==> src/rtl/spi_flash_reader_if.sv <==
// User-side bundle of the SPI flash reader: read request in, byte stream out.
// Latency: none, plain wiring between user logic and the reader.
// Backpressure: data_valid/data_ready handshake on the byte stream; start is ignored while busy.
interface spi_flash_reader_if #(
  parameter int LEN_W = 16
);
  logic             start;
  logic [23:0]      addr;
  logic [LEN_W-1:0] len;
  logic             busy;
  logic             done;
  logic [7:0]       data_out;
  logic             data_valid;
  logic             data_ready;

  // User logic: issues reads and consumes bytes
  modport master (
    output start, addr, len, data_ready,
    input  busy, done, data_out, data_valid
  );

  // Flash reader: accepts reads and produces bytes
  modport slave (
    input  start, addr, len, data_ready,
    output busy, done, data_out, data_valid
  );
endinterface

==> src/rtl/spi_flash_reader.sv <==
// SPI mode-0 master streaming len bytes from the config flash (READ 0x03, or FAST_READ 0x0B with a
// dummy byte when SPI_FLASH_FAST_READ_EN is defined). Latency: first byte 80 cycles after CS falls at CLK_DIV=1.
// Backpressure: single output register; SCLK holds low before a byte's first rising edge until data_out drains.
module spi_flash_reader #(
  parameter int CLK_DIV        = 1,
  parameter int LEN_W          = 16,
  parameter int CS_HIGH_CYCLES = 4
) (
  input  logic                clock_12mhz,
  input  logic                reset,
  spi_flash_reader_if.slave   bus,
  output logic                flash_cs,
  output logic                flash_sclk,
  output logic                flash_mosi,
  input  logic                flash_miso
);

`ifdef SPI_FLASH_FAST_READ_EN
  localparam logic [7:0] READ_CMD = 8'h0B;
`else
  localparam logic [7:0] READ_CMD = 8'h03;
`endif

  localparam logic [7:0]  DIV_LAST   = 8'(CLK_DIV - 1);
  localparam logic [15:0] DESEL_LAST = 16'((CS_HIGH_CYCLES > 0) ? CS_HIGH_CYCLES - 1 : 0);

  typedef enum logic [2:0] {
    S_IDLE,
    S_CMD,
    S_ADDR,
`ifdef SPI_FLASH_FAST_READ_EN
    S_DUMMY,
`endif
    S_DATA,
    S_DESEL
  } state_t;

  state_t           state_q, state_d;
  logic [7:0]       div_q, div_d;
  logic [4:0]       bit_q, bit_d;
  logic [31:0]      sh_out_q, sh_out_d;
  logic [7:0]       sh_in_q, sh_in_d;
  logic [LEN_W-1:0] left_q, left_d;
  logic             full_q, full_d;
  logic [15:0]      desel_q, desel_d;
  logic             cs_q, cs_d;
  logic             sclk_q, sclk_d;
  logic             mosi_q, mosi_d;
  logic             busy_q, busy_d;
  logic             done_q, done_d;
  logic [7:0]       dout_q, dout_d;
  logic             dvld_q, dvld_d;

  logic             accept;
  logic             tick;
  logic             shifting;
  logic             stall;
  logic [4:0]       last_bit;
  state_t           next_phase;

  // Next-state, serial bit engine and output-register logic
  always_comb begin
    state_d  = state_q;
    div_d    = div_q;
    bit_d    = bit_q;
    sh_out_d = sh_out_q;
    sh_in_d  = sh_in_q;
    left_d   = left_q;
    full_d   = full_q;
    desel_d  = desel_q;
    cs_d     = cs_q;
    sclk_d   = sclk_q;
    mosi_d   = mosi_q;
    busy_d   = busy_q;
    done_d   = 1'b0;
    dout_d   = dout_q;
    dvld_d   = dvld_q;
    shifting = 1'b0;
    stall    = 1'b0;
    last_bit = 5'd7;
    next_phase = S_DATA;

    accept = dvld_q & bus.data_ready;
    tick   = (div_q == DIV_LAST);

    // Output register drains on acceptance and refills from a completed byte
    if (accept) dvld_d = 1'b0;
    if (full_q) begin
      dout_d = sh_in_q;
      dvld_d = 1'b1;
      full_d = 1'b0;
    end

    case (state_q)
      S_IDLE: begin
        if (bus.start) begin
          if (bus.len == '0) begin
            done_d = 1'b1;
          end else begin
            state_d  = S_CMD;
            busy_d   = 1'b1;
            cs_d     = 1'b0;
            sclk_d   = 1'b0;
            sh_out_d = {READ_CMD, bus.addr};
            mosi_d   = READ_CMD[7];
            bit_d    = 5'd0;
            div_d    = 8'd0;
            left_d   = bus.len;
          end
        end
      end
      S_CMD: begin
        shifting   = 1'b1;
        next_phase = S_ADDR;
      end
      S_ADDR: begin
        shifting = 1'b1;
        last_bit = 5'd23;
`ifdef SPI_FLASH_FAST_READ_EN
        next_phase = S_DUMMY;
`else
        next_phase = S_DATA;
`endif
      end
`ifdef SPI_FLASH_FAST_READ_EN
      S_DUMMY: begin
        shifting   = 1'b1;
        next_phase = S_DATA;
      end
`endif
      S_DATA: begin
        if (left_q != '0) begin
          shifting = 1'b1;
        end else if (!full_q && (!dvld_q || accept)) begin
          // Last byte has been handed over: release the flash
          state_d = S_DESEL;
          cs_d    = 1'b1;
          desel_d = 16'd0;
        end
      end
      S_DESEL: begin
        desel_d = desel_q + 16'd1;
        if (desel_q >= DESEL_LAST) begin
          state_d = S_IDLE;
          done_d  = 1'b1;
          busy_d  = 1'b0;
        end
      end
      default: begin
        state_d = S_IDLE;
        cs_d    = 1'b1;
        sclk_d  = 1'b0;
        busy_d  = 1'b0;
      end
    endcase

    if (shifting) begin
      if (!tick) begin
        div_d = div_q + 8'd1;
      end else if (!sclk_q) begin
        // A new data byte may only start once the previous one has left data_out
        stall = (state_q == S_DATA) && (bit_q == 5'd0) && dvld_q && !accept;
        if (!stall) begin
          div_d  = 8'd0;
          sclk_d = 1'b1;
          if (state_q == S_DATA) begin
            sh_in_d = {sh_in_q[6:0], flash_miso};
            if (bit_q == 5'd7) full_d = 1'b1;
          end
        end
      end else begin
        div_d    = 8'd0;
        sclk_d   = 1'b0;
        sh_out_d = {sh_out_q[30:0], 1'b0};
        mosi_d   = (state_q == S_CMD || state_q == S_ADDR) ? sh_out_q[30] : 1'b0;
        bit_d    = bit_q + 5'd1;
        if (bit_q == last_bit) begin
          bit_d   = 5'd0;
          state_d = next_phase;
          if (state_q == S_DATA) left_d = left_q - 1'b1;
        end
      end
    end
  end

  // State and datapath registers with synchronous reset
  always_ff @(posedge clock_12mhz) begin
    if (reset) begin
      state_q  <= S_IDLE;
      div_q    <= 8'd0;
      bit_q    <= 5'd0;
      sh_out_q <= 32'd0;
      sh_in_q  <= 8'd0;
      left_q   <= '0;
      full_q   <= 1'b0;
      desel_q  <= 16'd0;
      cs_q     <= 1'b1;
      sclk_q   <= 1'b0;
      mosi_q   <= 1'b0;
      busy_q   <= 1'b0;
      done_q   <= 1'b0;
      dout_q   <= 8'd0;
      dvld_q   <= 1'b0;
    end else begin
      state_q  <= state_d;
      div_q    <= div_d;
      bit_q    <= bit_d;
      sh_out_q <= sh_out_d;
      sh_in_q  <= sh_in_d;
      left_q   <= left_d;
      full_q   <= full_d;
      desel_q  <= desel_d;
      cs_q     <= cs_d;
      sclk_q   <= sclk_d;
      mosi_q   <= mosi_d;
      busy_q   <= busy_d;
      done_q   <= done_d;
      dout_q   <= dout_d;
      dvld_q   <= dvld_d;
    end
  end

  assign flash_cs       = cs_q;
  assign flash_sclk     = sclk_q;
  assign flash_mosi     = mosi_q;
  assign bus.busy       = busy_q;
  assign bus.done       = done_q;
  assign bus.data_out   = dout_q;
  assign bus.data_valid = dvld_q;

endmodule

==> src/flat_wrapper.sv <==
// flat-port wrapper written by rule: the top's interface ports become plain ports
module spi_flash_reader_flat 
#(
  parameter int CLK_DIV        = 1,
  parameter int LEN_W          = 16,
  parameter int CS_HIGH_CYCLES = 4
)
  (clock_12mhz, reset, flash_cs, flash_sclk, flash_mosi, flash_miso, bus_start, bus_addr, bus_len, bus_data_ready, bus_busy, bus_done, bus_data_out, bus_data_valid);
  spi_flash_reader_if #(.LEN_W(LEN_W)) bus_i ();
  input  logic clock_12mhz;
  input  logic reset;
  output logic flash_cs;
  output logic flash_sclk;
  output logic flash_mosi;
  input  logic flash_miso;
  input wire logic [$bits(bus_i.start)-1:0] bus_start;
  input wire logic [$bits(bus_i.addr)-1:0] bus_addr;
  input wire logic [$bits(bus_i.len)-1:0] bus_len;
  input wire logic [$bits(bus_i.data_ready)-1:0] bus_data_ready;
  output wire logic [$bits(bus_i.busy)-1:0] bus_busy;
  output wire logic [$bits(bus_i.done)-1:0] bus_done;
  output wire logic [$bits(bus_i.data_out)-1:0] bus_data_out;
  output wire logic [$bits(bus_i.data_valid)-1:0] bus_data_valid;
  assign bus_i.start = bus_start;
  assign bus_i.addr = bus_addr;
  assign bus_i.len = bus_len;
  assign bus_i.data_ready = bus_data_ready;
  assign bus_busy = bus_i.busy;
  assign bus_done = bus_i.done;
  assign bus_data_out = bus_i.data_out;
  assign bus_data_valid = bus_i.data_valid;
  spi_flash_reader #(.CLK_DIV(CLK_DIV), .LEN_W(LEN_W), .CS_HIGH_CYCLES(CS_HIGH_CYCLES)) u_core (.clock_12mhz(clock_12mhz), .reset(reset), .bus(bus_i), .flash_cs(flash_cs), .flash_sclk(flash_sclk), .flash_mosi(flash_mosi), .flash_miso(flash_miso));
endmodule
==> config.mk <==
export PLATFORM = sky130hd
export DESIGN_NAME = spi_flash_reader_flat
export DESIGN_NICKNAME = d
export VERILOG_FILES = /design/src/rtl/spi_flash_reader_if.sv /design/src/rtl/spi_flash_reader.sv /design/src/flat_wrapper.sv
export SDC_FILE = /design/constraint.sdc
export NUM_CORES = 1
export LEC_CHECK = 0
export CAP_MARGIN = 0
export CELL_PAD_IN_SITES_DETAIL_PLACEMENT = 0
export CELL_PAD_IN_SITES_GLOBAL_PLACEMENT = 1
export CORE_MARGIN = 5
export CORE_UTILIZATION = 46
export DETAILED_ROUTE_END_ITERATION = 12
export GPL_TIMING_DRIVEN = 0
export PLACE_DENSITY = 0.87
export SYNTH_ARGS = -nofsm -noshare
export SYNTH_HDL_FRONTEND = slang
export SYNTH_SLANG_ARGS = --single-unit
==> constraint.sdc <==
create_clock -name clock_12mhz -period 6.78 [get_ports clock_12mhz]
set_clock_uncertainty 0.1 [all_clocks]
set_input_delay 1.356 -clock clock_12mhz [delete_from_list [all_inputs] [get_ports clock_12mhz]]
set_output_delay 1.356 -clock clock_12mhz [all_outputs]
set_load 0.05 [all_outputs]
==> Yosys cells after proc, flatten, opt, wreduce, memory -nomap -nowiden <==
Cells that the tools add are included.
{ "word_totals": {"register_bits": 103, "latchBits": 0, "ram_bits": 0, "mem_bits_ro": 0, "in_bits": 45, "out_inout_bits": 14, "memories": 0} }
{ "op_classes": {"addsub": 4, "mul": 0, "div_mod_pow": 0, "order_cmp": 1, "n_eq_ne": 11, "n_shift": 0, "n_mux": 75, "bitwise_logic": 8, "n_reduce_logical": 25} }
{ "op_table": {"columns": ["operator", "n"], "rows": [
  ["$mux 32", 6],
  ["$mux 16", 10],
  ["$mux 8", 7],
  ["$mux 5", 8],
  ["$pmux 16 s2", 1],
  ["$mux 1", 28],
  ["$mux 3", 9],
  ["$add 16x1->16 const B", 1],
  ["$ge 16x2->1 const B", 1],
  ["$logic_not 16->1", 1],
  ["$reduce_bool 16->1", 1],
  ["$sub 16x1->16 const B", 1],
  ["$pmux 3 s4", 1],
  ["$reduce_and 5->1", 2],
  ["$add 8x1->8 const B", 1],
  ["$logic_not 8->1", 1],
  ["$not 1->1", 7],
  ["$eq 3x2->1 const B", 2],
  ["$ne 2x2->1 const B", 3],
  ["$pmux 1 s2", 3],
  ["$pmux 1 s3", 2],
  ["$reduce_or 3->1", 2],
  ["$reduce_or 6->1", 1],
  ["$add 5x1->5 const B", 1],
  ["other kinds (16)", 24]
]} }

==> Depth between registers and ports, before layout <==
{ "logic_depth": {"word_depth": 10, "mapped_depth": 9, "mapped_depth_nobuf": 7} }

==> Worst setup path after synthesis <==
OpenSTA, ideal clock, no wires.
{ "synth_timing": {"path_kind": "in2reg", "startpoint": "in bus_len[8]", "endpoint": "reg u_core.left_q[13]", "setup_time_ns": 0.122, "arrival_time_ns": 2.555, "t_required_ns": 6.558, "slack_ns": 4.003, "cell_stages": 5, "n_path_buf": 1, "cell_sequence": "nor4_1 and4_1 nor2_4 buf_2 a311o_1"} }
{ "synth_between": {"elab_chain_len": 9} }
{ "synth_lines": {"columns": ["item", "line", "text"], "rows": [
  ["from (decl)", "flat_wrapper.sv:18", "input wire logic [$bits(bus_i.len)-1:0] bus_len;"],
  ["$logic_not 16->1 (*)", "spi_flash_reader.sv:97", "if (bus.len == '0) begin"],
  ["$mux 16 (*)", "spi_flash_reader.sv:97", null],
  ["$mux 16 (*)", "spi_flash_reader.sv:96", "if (bus.start) begin"],
  ["$mux 16 (*)", "spi_flash_reader.sv:94", "case (state_q)"],
  ["$mux 16", "spi_flash_reader.sv:180", "if (state_q == S_DATA) left_d = left_q - 1'b1;"],
  ["$mux 16", "spi_flash_reader.sv:177", "if (bit_q == last_bit) begin"],
  ["$mux 16", "spi_flash_reader.sv:160", "end else if (!sclk_q) begin"],
  ["$mux 16", "spi_flash_reader.sv:158", "if (!tick) begin"],
  ["$mux 16 (*)", "spi_flash_reader.sv:157", "if (shifting) begin"],
  ["to (signal assigned)", "spi_flash_reader.sv:210", "left_q <= left_d;"],
  ["to (decl)", "spi_flash_reader.sv:43", "logic [LEN_W-1:0] left_q, left_d;"]
]} }
Every way passes the cells marked *; elsewhere a longest branch is shown, timed or not.
A chain may end at the register's enable or synchronous reset.

==> Worst setup path in the final report <==
{ "layout_timing": {"startpoint": "in bus_len[11]", "endpoint": "reg u_core.left_q[9]"} }
The elaborated chain is that of the path after synthesis.

==> results.json <==
{
  "fin_crit_ps": 3520,
  "mostFrequentLayoutCell": "dfxtp_1",
  "yosys_most_used_dff": "dfxtp_1",
  "p_per_area_nw_per_um2": 197,
  "avgViaCountPerCell": 5.83,
  "ys_types": 66,
  "p_leak_nw": 2.13,
  "multi_input_area_um2": 2770,
  "grt_pass1_vias": 4477,
  "syn_nets": 627,
  "clockBufferDepth": 2,
  "insertion_delay_ps": 390,
  "grt_pass1_wl_um": 21600,
  "die_h_um": 114,
  "fp.dieW_um": 114,
  "area_growth_pct": 18.6,
  "startpoint_type": "input port",
  "place.gp.congestion": 0.878,
  "hold_path.class": "register to register",
  "path_clk_slew_ps": 110,
  "drt-initial-drc-count": 295,
  "drt_first_pass_iters": 5,
  "ant_nets": 0,
  "hold_viol_final": 0,
  "dp_hpwl_um": 9120,
  "rows": 38,
  "n_antenna_cell": 0,
  "grt_usage_pct": 20.3,
  "setup_tns_ps": 0,
  "antenna_found_initial": 0,
  "grt_setup_unrepaired": "false",
  "core_um2": 10700,
  "worstSetupPathType": "input port to register",
  "cts_root_buf": "clkbuf_8",
  "drive_gt1_share_pct": 7.86,
  "h-tree-depth": 3,
  "register_area_um2": 2040,
  "power_mw": 1.17,
  "async_flop_share_pct": 0,
  "worstPathArrival_ps": 3740,
  "port_buffers": 58,
  "tightest_slew_ps": 743,
  "relSlewSlack_pct": 50.0,
  "cts.sinks": 102,
  "globalRoute.totalOverflow": 0,
  "synth_edf_count": 0,
  "drv_slew": 0,
  "syn-cell-area_um2": 5020,
  "crit_path_end_kind": "register",
  "required_ps": 7000,
  "ys_seq_area_share_pct": 40.7,
  "crit_fanout": 10,
  "post-route-util_pct": 55.3,
  "grt_max_degree": 17,
  "fin_hold_ws_ps": 369,
  "status": "completed",
  "fillers": 1051,
  "start_util_pct": 46.7,
  "hold_buffers": 0,
  "syn_area_per_cell_um2": 8.72,
  "numCtsBuffers": 9,
  "drc": 0,
  "drt-wirelength-per-cell_um": 16.1,
  "post_cts_buffers": 0,
  "nets": 696,
  "syn_inst": 575,
  "cts_tree": "built",
  "final_cell_mix": "102 x dfxtp_1, 68 x nor2_1, 58 x clkdlybuf4s50_1, 44 x nand2_1, 43 x mux2i_1",
  "dieArea_um2": 13100,
  "drv_cap": 0,
  "yosysWarnings": 0,
  "via_count": 4601,
  "io_pins": 59,
  "max_freq_mhz": 284,
  "drt_wl_total_um": 12700,
  "vdd_drop_max_mv": 0.158,
  "setup_violations": 0,
  "cts_resized": 0,
  "period_share_pct": 51.9,
  "synth-seq-cells": 102
}
-- per-stage QoR --
| step | area [um2] | std cells | setup slack [ps] |
|---|---|---|---|
| 2_1_floorplan | 5020 | 575 | 4000 |
| 3_3_place_gp | 5770 | 773 | 2930 |
| 3_5_place_dp | 5770 | 773 | 2900 |
| 4_1_cts | 5950 | 789 | 3280 |
| 5_1_grt | 5950 | 789 | 3130 |
| 6_report | 5950 | 789 | 3260 |
-- metal layers --
| layer | vias to the layer above | track usage [%] | share of wire, % | routed length (um) |
|---|---|---|---|---|
| met5 | - | 0 | 0 | 0 |
| met4 | 0 | 5.38 | 1.1 | 145 |
| met3 | 15 | 5.76 | 6.0 | 765 |
| met1 | 2192 | 26.4 | 47 | 5930 |
| li1 | 2268 | - | - | - |
| met2 | 126 | 33.1 | 46 | 5870 |
-- area by class of cell --
type / instances / share of cell area, %
Buffer: 33 / 2.63
Multi-Input combinational cell: 427 / 46.6
Sequential cell: 102 / 34.3
Tap cell: 140 / 2.95
Timing Repair Buffer: 58 / 9.76
Clock inverter: 4 / 0.505
Inverter: 13 / 0.821
Clock buffer: 12 / 2.44
-- path summary, 6_finish.rpt --
check / from / end / slack, ps / cells after the start
setup / recovery: bus_len[11] / u_core.left_q[9] / 3260 / 7
setup reg to reg: u_core.bit_q[0] / u_core.left_q[11] / 3930 / 7
hold reg to reg: u_core.sh_out_q[29] / u_core.sh_out_q[30] / 370 / 2
hold / removal: u_core.sh_out_q[29] / u_core.sh_out_q[30] / 370 / 2
-- power breakdown --
group | internal (mW) | switching (mW) | total, mW
registers | 0.622 | 0.0166 | 0.638
logic | 0.0744 | 0.0959 | 0.170
clock network | 0.146 | 0.215 | 0.361
total | 0.842 | 0.328 | 1.17
-- logic make-up after synthesis --
| family | synth area share (%) |
|---|---|
| muxes | 8.81 |
| AOI/OAI and AO/OA | 17.5 |
| buffers and inverters | 4.09 |
| DFF | 40.7 |
| adders and majority gates | 1.75 |
| and+or+nand+nor | 25.8 |
| xor gates and xnor gates | 1.40 |
-- sequential cells by signal (all words and copies together) (netlist names), 3 cells and up --
signal,flops
u_core.bit_q,5
u_core.bus.data_out,8
u_core.div_q,8
u_core.sh_out_q,31
u_core.left_q,16
u_core.desel_q,16
u_core.sh_in_q,8
u_core.state_q,3
-- cells in the mapped netlist (7+ instances only) --
| library cell | number | area, um2 |
|---|---|---|
| nor4_1 | 12 | 75.1 |
| nand4_1 | 10 | 62.6 |
| nor2_1 | 68 | 255 |
| dfxtp_1 | 102 | 2040 |
| ha_1 | 7 | 87.6 |
| o21ai_0 | 16 | 80.1 |
| a21oi_1 | 38 | 190 |
| a31oi_1 | 8 | 50.1 |
| mux2i_1 | 43 | 430 |
| clkbuf_1 | 15 | 56.3 |
| nand3_1 | 24 | 120 |
| inv_1 | 13 | 48.8 |
| nor3_1 | 19 | 95.1 |
| buf_2 | 10 | 50.1 |
| nand2_1 | 44 | 165 |
| or3_1 | 7 | 43.8 |
| a211oi_1 | 23 | 173 |
-- critical path, cell delays in order --
cell and delay [ps]:
clkdlybuf4s50_1 430, nor4_1 430, nand4_1 320, nand2_1 220
clkbuf_1 480, o311ai_0 280, a31oi_1 210
No activity file was read; power rests on OpenSTA's default activity.
